## config.mk

```make
export PLATFORM = sky130hd
export DESIGN_NAME = snoop_bus_ctrl
export DESIGN_NICKNAME = d
export VERILOG_FILES = /design/src/rtl/snoop_bus_ctrl_pkg.sv /design/src/rtl/snoop_bus_ctrl_rr_arbiter.sv /design/src/rtl/snoop_bus_ctrl.sv
export SDC_FILE = /design/constraint.sdc
export NUM_CORES = 1
export LEC_CHECK = 0
export ABC_AREA = 1
export CELL_PAD_IN_SITES_DETAIL_PLACEMENT = 0
export CELL_PAD_IN_SITES_GLOBAL_PLACEMENT = 1
export CORE_MARGIN = 2
export CORE_UTILIZATION = 31
export CTS_BUF_LIST = sky130_fd_sc_hd__clkbuf_4 sky130_fd_sc_hd__clkbuf_8
export CTS_CLUSTER_DIAMETER = 100
export DETAILED_ROUTE_END_ITERATION = 8
export GPL_ROUTABILITY_DRIVEN = 0
export PLACE_DENSITY = 0.83
export SYNTH_ARGS = -nofsm -noshare
export SYNTH_HDL_FRONTEND = slang
export SYNTH_SLANG_ARGS = --single-unit
```

## constraint.sdc

```tcl
create_clock -name clk -period 2.6 [get_ports clk]
set_input_delay 0.78 -clock clk [delete_from_list [all_inputs] [get_ports clk]]
set_output_delay 0.78 -clock clk [all_outputs]
set_load 0.05 [all_outputs]
```

## src/rtl/snoop_bus_ctrl_pkg.sv

```systemverilog
// Shared types for the snooping bus controller: FSM states, bus operation
// codes and the fill-source encoding.
package snoop_bus_ctrl_pkg;

   typedef enum logic [2:0] {
      S_IDLE  = 3'd0,
      S_SNOOP = 3'd1,
      S_XFER  = 3'd2,
      S_MEM   = 3'd3,
      S_INVAL = 3'd4,
      S_DONE  = 3'd5
   } snoop_bus_state_t;

   typedef enum logic [1:0] {
      REQ_RD  = 2'd0,
      REQ_WR  = 2'd1,
      REQ_INV = 2'd2
   } bus_req_t;

   localparam logic SRC_DMEM       = 1'b0;
   localparam logic SRC_OTHER_PROC = 1'b1;

   // Cache-to-cache forwarding occupies the bus for this many cycles.
   localparam int XFER_CYCLES = 2;

endpackage

```

## src/rtl/snoop_bus_ctrl_rr_arbiter.sv

```systemverilog
// Combinational round-robin picker: first set bit of req scanning upward
// from ptr with wrap-around.
module rr_arbiter #(
   parameter  int N  = 4,
   localparam int IW = $clog2(N)
) (
   input  logic [N-1:0]  req,
   input  logic [IW-1:0] ptr,
   output logic [IW-1:0] gnt_idx,
   output logic          any
);

   // Scan from the far end backwards so the candidate closest to ptr wins.
   always_comb begin
      int sel;
      sel     = 0;
      gnt_idx = '0;
      any     = |req;
      for (int k = N - 1; k >= 0; k--) begin
         sel     = (int'(ptr) + k) % N;
         gnt_idx = req[IW'(sel)] ? IW'(sel) : gnt_idx;
      end
   end

endmodule

```

## src/rtl/snoop_bus_ctrl.sv

```systemverilog
// Snooping-bus controller for an N-core MSI system: round-robin arbitration,
// snoop/invalidate broadcast, cache-to-cache or DMEM fill, completion pulse.
module snoop_bus_ctrl
   import snoop_bus_ctrl_pkg::*;
#(
   parameter int NUM_CPU = 4,
   parameter int ADDR_W  = 13,
   parameter int MEM_LAT = 4
) (
   input  logic                        clk,
   input  logic                        rst,
   input  logic [NUM_CPU-1:0]          rd_miss,
   input  logic [NUM_CPU-1:0]          wr_miss,
   input  logic [NUM_CPU-1:0]          inv_req,
   input  logic [NUM_CPU*ADDR_W-1:0]   req_addr,
   input  logic [NUM_CPU-1:0]          snoop_hit,
   output logic [NUM_CPU-1:0]          grant,
   output logic [ADDR_W-1:0]           bus_addr,
   output logic [NUM_CPU-1:0]          snoop,
   output logic [NUM_CPU-1:0]          inval,
   output logic                        src_cpu,
   output logic [$clog2(NUM_CPU)-1:0]  src_idx,
   output logic                        mem_rd,
   output logic [NUM_CPU-1:0]          done
);

   localparam int IW = $clog2(NUM_CPU);

   snoop_bus_state_t    state_r;
   bus_req_t            op_r;
   logic [IW-1:0]       owner_r;
   logic [IW-1:0]       rr_ptr_r;
   logic [3:0]          cnt_r;

   logic [NUM_CPU-1:0]  any_req_s;
   logic [IW-1:0]       win_idx_s;
   logic                win_any_s;
   logic [NUM_CPU-1:0]  win_oh_s;
   logic [ADDR_W-1:0]   win_addr_s;
   logic [NUM_CPU-1:0]  hit_mask_s;
   logic [IW-1:0]       hit_idx_s;
   logic                hit_any_s;

   function automatic logic [NUM_CPU-1:0] onehot(input logic [IW-1:0] idx);
      return NUM_CPU'(1) << idx;
   endfunction

   assign any_req_s = rd_miss | wr_miss | inv_req;

   rr_arbiter #(.N(NUM_CPU)) u_arb (
      .req     (any_req_s),
      .ptr     (rr_ptr_r),
      .gnt_idx (win_idx_s),
      .any     (win_any_s)
   );

   assign win_oh_s   = onehot(win_idx_s);
   assign win_addr_s = req_addr[win_idx_s*ADDR_W +: ADDR_W];

   // The owner may report a hit on its own stale line; only other cores can forward.
   assign hit_mask_s = snoop_hit & ~grant;
   assign hit_any_s  = |hit_mask_s;

   // Lowest-index forwarding core among the masked hits.
   always_comb begin
      hit_idx_s = '0;
      for (int k = NUM_CPU - 1; k >= 0; k--) begin
         hit_idx_s = hit_mask_s[IW'(k)] ? IW'(k) : hit_idx_s;
      end
   end

   // Controller FSM with all bus outputs registered alongside the state.
   always_ff @(posedge clk) begin
      if (rst) begin
         state_r  <= S_IDLE;
         op_r     <= REQ_RD;
         owner_r  <= '0;
         rr_ptr_r <= '0;
         cnt_r    <= 4'd0;
         grant    <= '0;
         bus_addr <= '0;
         snoop    <= '0;
         inval    <= '0;
         src_cpu  <= SRC_DMEM;
         src_idx  <= '0;
         mem_rd   <= 1'b0;
         done     <= '0;
      end else begin
         done <= '0;
         case (state_r)
            S_IDLE: begin
               if (win_any_s) begin
                  owner_r  <= win_idx_s;
                  bus_addr <= win_addr_s;
                  grant    <= win_oh_s;
                  if (rd_miss[win_idx_s]) begin
                     op_r    <= REQ_RD;
                     snoop   <= ~win_oh_s;
                     state_r <= S_SNOOP;
                  end else begin
                     op_r    <= wr_miss[win_idx_s] ? REQ_WR : REQ_INV;
                     inval   <= ~win_oh_s;
                     state_r <= S_INVAL;
                  end
               end else begin
                  grant <= '0;
               end
            end
            S_SNOOP: begin
               snoop <= '0;
               if (hit_any_s) begin
                  src_cpu <= SRC_OTHER_PROC;
                  src_idx <= hit_idx_s;
                  cnt_r   <= 4'(XFER_CYCLES - 1);
                  state_r <= S_XFER;
               end else begin
                  mem_rd  <= 1'b1;
                  cnt_r   <= 4'(MEM_LAT - 1);
                  state_r <= S_MEM;
               end
            end
            S_XFER: begin
               if (cnt_r == 4'd0) begin
                  src_cpu <= SRC_DMEM;
                  done    <= grant;
                  state_r <= S_DONE;
               end else begin
                  cnt_r <= cnt_r - 4'd1;
               end
            end
            S_INVAL: begin
               inval <= '0;
               if (op_r == REQ_WR) begin
                  mem_rd  <= 1'b1;
                  cnt_r   <= 4'(MEM_LAT - 1);
                  state_r <= S_MEM;
               end else begin
                  done    <= grant;
                  state_r <= S_DONE;
               end
            end
            S_MEM: begin
               if (cnt_r == 4'd0) begin
                  mem_rd  <= 1'b0;
                  done    <= grant;
                  state_r <= S_DONE;
               end else begin
                  cnt_r <= cnt_r - 4'd1;
               end
            end
            S_DONE: begin
               grant    <= '0;
               rr_ptr_r <= (owner_r == IW'(NUM_CPU - 1)) ? IW'(0) : owner_r + IW'(1);
               state_r  <= S_IDLE;
            end
            default: begin
               grant   <= '0;
               snoop   <= '0;
               inval   <= '0;
               mem_rd  <= 1'b0;
               src_cpu <= SRC_DMEM;
               state_r <= S_IDLE;
            end
         endcase
      end
   end

endmodule

```

### Word-level counts from Yosys, hierarchy flattened

Index checks and enable logic that the tools add are counted.

| operators by class | value |
|---|---|
| $add $sub $neg | 5 |
| multipliers | 1 |
| $lt $le $gt $ge | 5 |
| eq/ne operators | 17 |
| shift-type cells | 2 |
| multiplexer cells | 52 |
| bitwise gates (word level) | 9 |
| reductions and logical operators | 19 |

Operators by type and width:

| kind | number |
|---|---|
| $shiftx 52x7->13 | 1 |
| $mux 4 | 9 |
| $pmux 4 s2 | 4 |
| $reduce_or 4->1 | 6 |
| $mux 2 | 10 |
| $lt 2x4->1 const B | 4 |
| $ne 2x2->1 const B | 8 |
| $mux 1 | 15 |
| $bmux 1 s2 | 6 |
| $mux 3 | 4 |
| $pmux 3 s4 | 1 |
| $pmux 4 s3 | 1 |
| $reduce_and 3->1 | 4 |
| $not 4->4 | 2 |
| $or 4x4->4 | 2 |
| $eq 3x2->1 const B | 2 |
| $eq 3x3->1 const B | 2 |
| $mul 2x4->6 const B | 1 |
| $reduce_and 2->1 | 3 |
| $add 2x1->2 const B | 2 |
| $add 2x2->2 const B | 2 |
| $and 4x4->4 | 1 |
| $logic_not 4->1 | 1 |
| $ne 2x1->1 const B | 2 |
| other kinds (14) | 17 |

| storage, ports and cells | value |
|---|---|
| bits in registers | 46 |
| bits of input ports | 70 |
| output and inout bits | 33 |
| word-level logic and storage cells | 123 |

### Longest topological paths before layout

Gate-level depths: netlist of the first run.

| logic depth | value |
|---|---|
| depth in word-level cells | 14 |
| gate-level depth with buffers | 18 |
| depth with buffers taken out | 16 |

### Modules after synthesis

A second synthesis of the first run with hierarchy kept.

| second synthesis, totals | value |
|---|---|
| cell total of the unflattened synthesis | 360 |
| area total of the unflattened synthesis | 2,441.1 um2 |

Modules (own cells, without submodules):

| module | times used | cells an instance | area each (um2) | seq. area each (um2) |
|---|---|---|---|---|
| snoop_bus_ctrl | 1 | 314 | 2,252.2 | 900.9 |
| rr_arbiter | 1 | 46 | 188.9 | 0.0 |

### Worst setup path after synthesis of the first run

Ideal clock, no wire load.

| path | value |
|---|---|
| kind | input -> register |
| start | input rd_miss[1] |
| end | register inval[3] |
| setup time | 0.117 ns |
| arrival time | 2.089 ns |
| data required time | 2.483 ns |
| setup slack | 0.394 ns |
| stages | 15 |
| path buffers | 1 |
| path through | nor2_1 nand3_1 nand3_1 nand2_2 nand2_4 nand2_2 nand2_4 nand2_8 buf_12 nand2_2 nand3_2 nand3_4 nand3_1 nand2_1 nor2_1 |

| on the way | value |
|---|---|
| longest elaborated chain between the ends | 14 |
| elaborated cells on any way between the ends | 29 |
| those cells by class | 2 x eq/ne; 1 x shift; 21 x mux; 3 x bitwise; 2 x reduce/logical |

Ends and longest elaborated chain:

| item | RTL line | source |
|---|---|---|
| start: declaration | snoop_bus_ctrl.sv:12 | `input logic [NUM_CPU-1:0] rd_miss,` |
| branches (longest 14 deep; another with $or 4x4->4) | -- |  |
| end signal: assignment | snoop_bus_ctrl.sv:102 | `inval <= ~win_oh_s;` |
| end: declaration | snoop_bus_ctrl.sv:20 | `output logic [NUM_CPU-1:0] inval,` |

Several ways; the timed one is not identified. The select of a mux whose other input is x is not followed.
A chain may end at the register's enable or synchronous reset.

### Worst setup path in the final report of the first run

| path | value |
|---|---|
| start | input inv_req[3] |
| end | register snoop[0] |

| on the way | value |
|---|---|
| longest elaborated chain between the ends | 13 |
| elaborated cells on any way between the ends | 28 |
| those cells by class | 2 x eq/ne; 1 x shift; 21 x mux; 2 x bitwise; 2 x reduce/logical |

Ends and longest elaborated chain:

| item | RTL line | source |
|---|---|---|
| start: declaration | snoop_bus_ctrl.sv:14 | `input logic [NUM_CPU-1:0] inv_req,` |
| $or 4x4->4 * | snoop_bus_ctrl.sv:48 | `assign any_req_s = rd_miss \| wr_miss \| inv_req;` |
| branches (longest 12 deep; another with $reduce_and 3->1) | -- |  |
| end signal: assignment | snoop_bus_ctrl.sv:98 | `snoop <= ~win_oh_s;` |
| end: declaration | snoop_bus_ctrl.sv:19 | `output logic [NUM_CPU-1:0] snoop,` |

Mark *: on every way between the ends. The select of a mux whose other input is x is not followed.

==> results.toml, run 1 <==
[status]
status = "completed"

[power_and_ir_drop]
netSwitchingPower_uw = 2330
p_int_uw = 2290
pwr_density_cell_mw_per_mm2 = 1060
p_leak_uw = 0.00191
finalPower_uw = 4620
netSwitchingFraction_pct = 50.4
p_clk_share_pct = 9.8
p_comb_share_pct = 66.4
p_seq_share_pct = 23.9
irDropWorstVdd_mv = 0.471

[timing]
max_freq_mhz = 400
setup_viol = 0
fin_tns_setup_ns = 0
tightest_slew_ns = 0.542
period_share_pct = 96.2
slew_headroom_pct = 63.7
finalClockSkew_ns = 0.00516
slew_violations = 0
hold_viol = 0
worst_slack_ns = 0.0991
min_period_ns = 2.50

[clock_tree]
cts_hold_buffers = 0
cts_sinks = 45
cts.htree.levels = 2
cts.clk_slew.worst_paths_ns = 0.09
clockBufferDepth = 2
clk_latency_ns = 0.30
cts_buffers = 5
cts_tree = "yes"
cts-root-buf = "clkbuf_8"

[worst_setup_path]
critPathLaunch = "inv_req[3]"
start_kind = "primary input"
r2r_cells = 15
crit_type = "in2reg"
crit_end = "snoop[0]"
timing.rr.start = "rr_ptr_r[0]"
worstPathArrival_ns = 2.71
critPathRequiredTime_ns = 2.81
reg2reg_setup_slack_ns = 0.42
path_max_fanout = 6
r2r-end = "snoop[0]"
end_kind = "flop"

[yosys]
synth_top_cell_by_area = "dfxtp_1"
synth.distinct_cells = 32
synth_area_per_cell_sq_um = 6.53
synth.yosys.seq_area_share_pct = 32.7
synth-warning-count = 0
synthTopCellsByArea = "dfxtp_1 33%, nand2_1 15%, nor2_1 8.0%, nand3_1 7.1%, inv_1 5.9%"
ys_ff_latch = 45
syn-num-nets = 495
synth_top_area_share_pct = 32.7
netlist_area_sq_mm = 0.00276
syn_inst = 422

[die]
num_rows = 34
dieWidth_um = 98.3
start_util_pct = 31.8
core_region_area_sq_mm = 0.00868
io_pins = 103
dieArea_sq_mm = 0.00967
die_h_um = 98.3

[cells_and_area]
finalInstanceArea_sq_mm = 0.00435
insertedDiodeCount = 0
fill_cells = 869
final_common_cell = "nand2_1"
nets = 623
instances_no_fill = 659
syn_to_final_growth_pct = 57.7
drive_gt1_share_pct = 16.7
mostFrequentLayoutCells = "108 x nand2_1, 98 x clkdlybuf4s50_1, 56 x nor2_1"

[global_route]
grtUsageTotal_pct = 16.8
antenna_found_initial = 0
grt_pass1_wl_mm = 13.5
grt_max_degree = 27
grt_pass1_vias = 3090
grt_overflow = 0

[detailed_routing]
first_pass_iters = 4
ant_nets = 0
finalWirelength_mm = 8.21
drc = 0
drtIter0Drc = 98
wl_per_cell_um = 12.5
routed_via_density = 4.84
vias = 3188

[min_path]
hold_path_depth = 1
hp-class = "reg2reg"

[placed_design]
dpl_cell_area_sq_mm = 0.00404
pre_cts_ws_ns = -0.255
placedCellCount = 644
hpwl_mm = 6.24
portBuffers = 101

[job]
drv_cap = 0
## critical path: stages
cell             delay, ns
clkdlybuf4s50_1       0.44
nor2_4                0.15
nand3_2               0.11
nand3_2               0.13
nand2_2               0.07
nand2_4               0.08
nand2_2               0.06
nand2_4               0.12
buf_6                 0.14
nand3_1               0.08
nand3_2               0.10
nand3_4               0.10
buf_6                 0.16
a21oi_1               0.11
nor2_1                0.05
## worst min path at each step
| stage | start | end | slack (ns) |
|---|---|---|---|
| finish | state_r[1] | src_cpu | 0.47 |
| global route | op_r[0] | op_r[0] | 0.51 |
| CTS | state_r[1] | src_cpu | 0.47 |
| detailed placement | state_r[1] | src_cpu | 0.46 |
| global placement | op_r[1] | op_r[1] | 0.45 |
| floorplan | state_r[1] | src_cpu | 0.44 |
## stage by stage
step	hold WS, ns	utilization [%]
floorplan	0.436	-
global placement	0.452	46.6
detailed placement	0.459	46.6
CTS	0.475	47.6
global route	0.509	50.1
finish	0.471	50.1
## what timing repair did
| action | in CTS | in global routing |
|---|---|---|
| endpoints found under the hold margin | 0 | 0 |
| setup buffers | 0 | 5 |
| endpoints found under the setup margin | 0 | 24 |
| gates resized for setup | 0 | 35 |
## Yosys cell counts
| cell | n |
|---|---|
| inv_6 | 1 |
| nand2_8 | 1 |
| a211oi_1 | 1 |
| nand2_4 | 2 |
| nand2_2 | 6 |
| a2111oi_0 | 1 |
| clkbuf_1 | 4 |
| nand3_2 | 6 |
| nand4_1 | 16 |
| o211ai_1 | 1 |
| buf_6 | 2 |
| inv_2 | 4 |
| nor2_2 | 2 |
| nand3_4 | 3 |
| nor4_1 | 1 |
| a31oi_1 | 3 |
| a21oi_1 | 18 |
| nand2_1 | 109 |
| ha_1 | 3 |
| nor3_1 | 4 |
| o31ai_1 | 3 |
| buf_4 | 5 |
| conb_1 | 1 |
| dfxtp_1 | 45 |
| inv_1 | 43 |
| o21ai_0 | 28 |
| buf_12 | 1 |
| buf_2 | 4 |
| nor2_4 | 4 |
| o32ai_1 | 2 |
| nor2_1 | 59 |
| nand3_1 | 39 |
## registers in the layout, summed over array words and instances, names as in the netlist, 3 cells and up
register,count
bus_addr,13
inval,4
snoop,4
done,4
cnt_r,4
grant,4
state_r,3
## cell families after synthesis
| family | share of synthesized area (%) |
|---|---|
| AOI/OAI and AO/OA | 11.3 |
| adders and majority gates | 1.36 |
| buffers and inverters | 10.9 |
| DFF | 32.7 |
| other | 0.136 |
| and+or+nand+nor | 43.6 |
## per-layer routing
layer	wire [um]	part of all wire, %	global-route usage [%]
met3	614	7.5	4.87
met2	3910	48	30.1
met1	3420	42	19.0
met4	258	3.1	5.69
met5	0	0	0
## power groups by stage
stage          clock (uW)  combinational, uW  sequential [uW]
6_report              450               3060             1100
5_1_grt               487               3380             1140
4_1_cts               467               2930             1100
3_5_place_dp            0               2920             1110
3_3_place_gp            0               2900             1110
2_1_floorplan           0               1360             1710
## layout make-up
cell class | instances | area, sq um | area share, %
multi-input combinational | 315 | 1690 | 38.9
clock inverter | 3 | 21.3 | 0.489
timing repair buffer | 135 | 1350 | 31.0
inverter | 48 | 185 | 4.26
sequential | 45 | 901 | 20.7
clock buffer | 5 | 68.8 | 1.58
tap | 108 | 135 | 3.11
(Power assumes the default switching activity.)
==> inputs of run 2 (changes only) <==
--- a/config.mk
+++ b/config.mk
@@ -11,7 +11,7 @@
 export CORE_MARGIN = 2
 export CORE_UTILIZATION = 31
 export CTS_BUF_LIST = sky130_fd_sc_hd__clkbuf_4 sky130_fd_sc_hd__clkbuf_8
-export CTS_CLUSTER_DIAMETER = 100
+export CTS_CLUSTER_DIAMETER = 200
 export DETAILED_ROUTE_END_ITERATION = 8
 export GPL_ROUTABILITY_DRIVEN = 0
 export PLACE_DENSITY = 0.83
==> results of run 2 <==
Final layout, timing and power as in run 1 (identical DEF).
